$ cat src/rtl/fetch_stage.sv
// Instruction-fetch stage: owns the PC, issues one request at a time to a variable-latency
// instruction memory and presents {opcode, payload} to the IF/ID register.
module fetch_stage #(
    parameter logic [15:0] RESET_PC    = 16'h0000,
    parameter logic [3:0]  HALT_OPCODE = 4'hF
) (
    input  logic        clk,
    input  logic        rst,
    input  logic        stall_in,
    input  logic        branch_taken,
    input  logic [15:0] branch_target,
    input  logic        mem_ready,
    input  logic [15:0] mem_data,
    output logic        mem_req,
    output logic [15:0] mem_addr,
    output logic [3:0]  opcode_out,
    output logic [63:0] fetch_data,
    output logic        fetch_valid,
    output logic        if_id_flush,
    output logic        halted
);

    localparam logic [2:0] IDLE = 3'd0;
    localparam logic [2:0] REQ  = 3'd1;
    localparam logic [2:0] DROP = 3'd2;
    localparam logic [2:0] HOLD = 3'd3;
    localparam logic [2:0] HALT = 3'd4;

    logic [2:0]  state;
    logic [15:0] pc;
    logic [15:0] instr;
    logic [15:0] instr_pc;
    logic [15:0] pc_inc;
    logic [15:0] instr_pc_inc;
    logic        resp_is_halt;
    logic        held_is_halt;

    assign pc_inc       = pc + 16'd2;
    assign instr_pc_inc = instr_pc + 16'd2;
    assign resp_is_halt = (mem_data[15:12] == HALT_OPCODE);
    assign held_is_halt = (instr[15:12] == HALT_OPCODE);

    always_ff @(posedge clk or posedge rst) begin
        if (rst) begin
            state       <= IDLE;
            pc          <= RESET_PC;
            mem_req     <= 1'b0;
            mem_addr    <= 16'h0000;
            fetch_valid <= 1'b0;
            instr       <= 16'h0000;
            instr_pc    <= 16'h0000;
        end else begin
            case (state)
                IDLE: begin
                    state    <= REQ;
                    mem_req  <= 1'b1;
                    if (branch_taken) begin
                        pc       <= branch_target;
                        mem_addr <= branch_target;
                    end else begin
                        mem_addr <= pc;
                    end
                end
                REQ: begin
                    if (branch_taken) begin
                        pc          <= branch_target;
                        fetch_valid <= 1'b0;
                        // A response arriving with the branch is stale; re-issue at target now.
                        if (mem_ready) mem_addr <= branch_target;
                        else           state    <= DROP;
                    end else if (mem_ready) begin
                        instr       <= mem_data;
                        instr_pc    <= pc;
                        fetch_valid <= 1'b1;
                        if (stall_in) begin
                            mem_req <= 1'b0;
                            state   <= HOLD;
                        end else begin
                            pc       <= pc_inc;
                            mem_addr <= pc_inc;
                            if (resp_is_halt) begin
                                mem_req <= 1'b0;
                                state   <= HALT;
                            end
                        end
                    end else if (!(stall_in && fetch_valid)) begin
                        fetch_valid <= 1'b0;
                    end
                end
                DROP: begin
                    if (branch_taken) pc <= branch_target;
                    if (mem_ready) begin
                        mem_addr <= branch_taken ? branch_target : pc;
                        state    <= REQ;
                    end
                end
                HOLD: begin
                    if (branch_taken) begin
                        fetch_valid <= 1'b0;
                        pc          <= branch_target;
                        mem_addr    <= branch_target;
                        mem_req     <= 1'b1;
                        state       <= REQ;
                    end else if (!stall_in) begin
                        fetch_valid <= 1'b0;
                        // A HALT word parked by a stall still stops fetch once consumed.
                        if (held_is_halt) begin
                            state <= HALT;
                        end else begin
                            pc       <= pc_inc;
                            mem_addr <= pc_inc;
                            mem_req  <= 1'b1;
                            state    <= REQ;
                        end
                    end
                end
                HALT: begin
                    if (branch_taken) begin
                        fetch_valid <= 1'b0;
                        pc          <= branch_target;
                        mem_addr    <= branch_target;
                        mem_req     <= 1'b1;
                        state       <= REQ;
                    end else if (!stall_in) begin
                        fetch_valid <= 1'b0;
                    end
                end
                default: begin
                    state       <= IDLE;
                    mem_req     <= 1'b0;
                    fetch_valid <= 1'b0;
                end
            endcase
        end
    end

    assign opcode_out  = fetch_valid ? instr[15:12] : 4'h0;
    assign fetch_data  = fetch_valid ? {16'h0000, instr_pc, instr_pc_inc, instr} : 64'h0;
    assign if_id_flush = branch_taken;
    assign halted      = (state == HALT);

endmodule
$ cat config.mk
export PLATFORM = sky130hd
export DESIGN_NAME = fetch_stage
export DESIGN_NICKNAME = d
export VERILOG_FILES = /design/src/rtl/fetch_stage.sv
export SDC_FILE = /design/constraint.sdc
export NUM_CORES = 1
export LEC_CHECK = 0
export BUFFER_PORTS_ARGS = -buffer_cell sky130_fd_sc_hd__clkbuf_2
export CORE_MARGIN = 5
export CORE_UTILIZATION = 36
export DETAILED_ROUTE_END_ITERATION = 8
export SKIP_LAST_GASP = 1
export SYNTH_ARGS = -nofsm -noshare
export SYNTH_HDL_FRONTEND = slang
export SYNTH_SLANG_ARGS = --single-unit
$ cat constraint.sdc
create_clock -name clk -period 3.9 [get_ports clk]
set_clock_uncertainty 0.2 [all_clocks]
set_input_delay 0.195 -clock clk [delete_from_list [all_inputs] [get_ports clk]]
set_output_delay 0.195 -clock clk [all_outputs]
set_load 0.01 [all_outputs]
==> results.md <==
- Status: completed
- Routability cong.: 0.8580
- PD cells: 769.8 nW/um^2
- Synth top area cells: dfrtp_1, mux2_4, and2_1, o21ai_0, buf_4
- Worst Tran Pin Value: 1010 ps
- Area fraction of the dominant cell type after synthesis: 0.3562
- Relative slew margins: 0.3245
- Postcts setup bufs: 0
- FFs w/ async S/R, synth: 1.000
- Share of layout cells above drive strength 1: 0.2896
- Initial antenna violation count: 0
- Clock-pin transition on the worst setup and hold timing paths: 70 ps
- Post-route clock period utilization: 0.7593
- Slowest stage delay, CP: 860 ps
- CTS Buffer Depth: 2
- Mapped Cells: 521
- Max-cap viol count: 0
- Slowest-stage cell, CP: dfrtp_1
- Worst hold path type: in -> reg
- Antenna-violating nets left: 0
- Number of global-route vias before repair: 4139
- Crit path cell chain: nor2_1 > and2_1 > nor2_1 > o221ai_1 > a31oi_1
- Primary FF master, synth: dfrtp_1
- Num ports: 125
- Setup-failing EPs final: 0
- Pins Over Slew Limit: 0
- Final TNS setup: 0 ps
- Dpl ws: 1074 ps
- Die Wd: 126.0 um
- Core area: 13240 sq um
- Antenna Cells: 0
- CP Launch Type: register
- Initial DRT Pass Iterations: 7
- CTS Sinks: 69
- #FFs+latches synth: 69
- Crit Path Class: reg -> reg
- Synth warn: 0
- Cell Area, Synth: 4847 sq um
- Maximum clock rate: 337.7 MHz
- Worst path arrival time: 3020 ps
- Count leader, synth: dfrtp_1
- CTS tree: done
- RSZ-0062 raised after global routing: false
- Worst Path Required: 3960 ps
- Global-route wire length before repair: 21850 um
- Final Hold Viols: 0
- Area growth, synth to finish: 18.51%
- Final #Nets: 653
- Via count: 4360
- DRC Markers: 0
- Syn Area/Cell: 9.304 sq um
- DRT iter0 DRCs: 422
- Filler Cells Inserted: 1340
- Skew-Pair Late Insertion Delay: 350 ps
- Crit-path max FO: 26
- Root Driver: clkbuf_16
- Max VDD drop: 0.2238 mV
- Most used cell, CP: nor2_1
- Wire per inst: 17.08 um
- Via/cell ratio: 5.491
- Post-synth EDFFs: 0
- Gr usage total: 0.1679
- Netlist cell types: 70
- Final HPWL DP: 9639 um
- Area leader, netlist: dfrtp_1
- Initial Utilization: 0.3660
- Largest net degree at the start of global routing: 53
- Seq/Total Area, Yosys: 0.3562
- GRT Residual Overflow: 0
- Drt total wl: 13560 um
- Rows: 42
- I/O Buffers: 108
- Final worst slack: 938.8 ps
- Leakage: 2.676 nW
- Die span in y: 126.0 um
- CP Capture Type: register
- Total CTS buffers: 9
- Htree depth: 3
- Synth cell count leaders: dfrtp_1, and2_1, o21ai_0
- Worst hold slack: 15.69 ps
- Die area: 15880 sq um
- Fin crit period: 2961 ps
[worst paths after layout]
check	from	endpoint	slack (ps)	cells past startpoint
worst max-delay path	state[0]$_DFFE_PP0P_	mem_addr[14]$_DFFE_PP0P_	940	5
max in group asynchronous	rst	pc[12]$_DFFE_PP0P_	2300	4
worst min-delay path	branch_target[7]	pc[7]$_DFFE_PP0P_	20	3
min in group asynchronous	rst	mem_addr[1]$_DFFE_PP0P_	170	3
worst min register to register	instr[7]$_DFFE_PP0P_	instr[7]$_DFFE_PP0P_	300	1
worst max register to register	state[0]$_DFFE_PP0P_	mem_addr[14]$_DFFE_PP0P_	940	5
[critical path, delay by kind of cell, from the launching register on]
family | cells | cell delay [ps]
and+or+nand+nor | 3 | 1310
AOI/OAI and AO/OA | 2 | 500
DFF | 1 | 860
[cell families (layout without fill, tap and decap cells)]
| logic type | Yosys count | count (layout) | synth area share |
|---|---|---|---|
| multiplexers | 42 | 42 | 0.1169 |
| XOR/XNOR | 18 | 18 | 0.03252 |
| flip-flops | 69 | 69 | 0.3562 |
| adder cells (fa/ha/maj) | 3 | 3 | 0.007745 |
| AO/OA/AOI/OAI | 143 | 143 | 0.1977 |
| other | 1 | 16 | 0.0007737 |
| AND/OR/NAND/NOR | 170 | 170 | 0.1890 |
| buffers and inverters | 75 | 157 | 0.09912 |
[layer usage]
metal / global-route usage / wire length [um] / up-vias
li1: - / - / 2041
met1: 0.2394 / 6218 / 2114
met2: 0.2532 / 6035 / 184
met3: 0.04064 / 1064 / 21
met4: 0.04984 / 244 / 0
met5: 0 / 0 / -
[sequential cells by signal (all words and copies together), names as in the netlist]
name	count
fetch_valid	1
instr_pc	16
pc	16
instr	16
mem_req	1
state	3
mem_addr	16
[placed cells by master, fill, tap and decap left out, types with 4 or more instances in the layout]
cell / n
nand2b_1: 6
nor2_1: 35
nand3_1: 12
nand4_1: 8
o21ai_0: 41
clkbuf_16: 9
nor2b_1: 6
o221ai_1: 9
xor2_1: 7
mux2_2: 9
and2_1: 44
buf_4: 4
conb_1: 16
mux2_4: 27
xnor2_1: 11
a21oi_1: 21
dlygate4sd3_1: 20
o31ai_1: 4
nand2_1: 32
nor3_1: 8
a21boi_0: 4
inv_1: 6
inv_8: 4
o211ai_1: 4
mux2i_1: 6
a31oi_1: 19
dfrtp_1: 69
clkbuf_2: 108
[layout make-up]
class,count,area (sq um),area share
sequential,69,1727,0.3006
clock buffer,9,225.2,0.03921
clock inverter,7,71.32,0.01242
tap,176,220.2,0.03834
multi-input combinational,392,2696,0.4694
inverter,9,33.78,0.005881
timing repair buffer,132,770.7,0.1342
[power by group]
part,total [W],leakage (nW),internal (W),switching (W)
sequential,0.00161,0.818,0.00107,0.000548
combinational,0.00200,1.71,0.000965,0.00103
clock,0.000811,0.148,0.000454,0.000358
total,0.00442,2.68,0.00248,0.00194
[metrics by stage]
step                      instances    util  instance area (sq um)  total power [W]
after floorplan                 536       -                   4903         0.003060
after global placement          758  0.3963                   5248         0.003546
after detailed placement        758  0.3963                   5248         0.003598
after CTS                       794  0.4338                   5744         0.004445
after global routing            794  0.4338                   5744         0.004756
final                           794  0.4338                   5744         0.004422
[timing repair]
action                                 CTS  global route
endpoints found under the hold margin   37             0
hold buffers                            20             0
gates resized for setup                  0             0
Power figures use the tool's default switching activity.
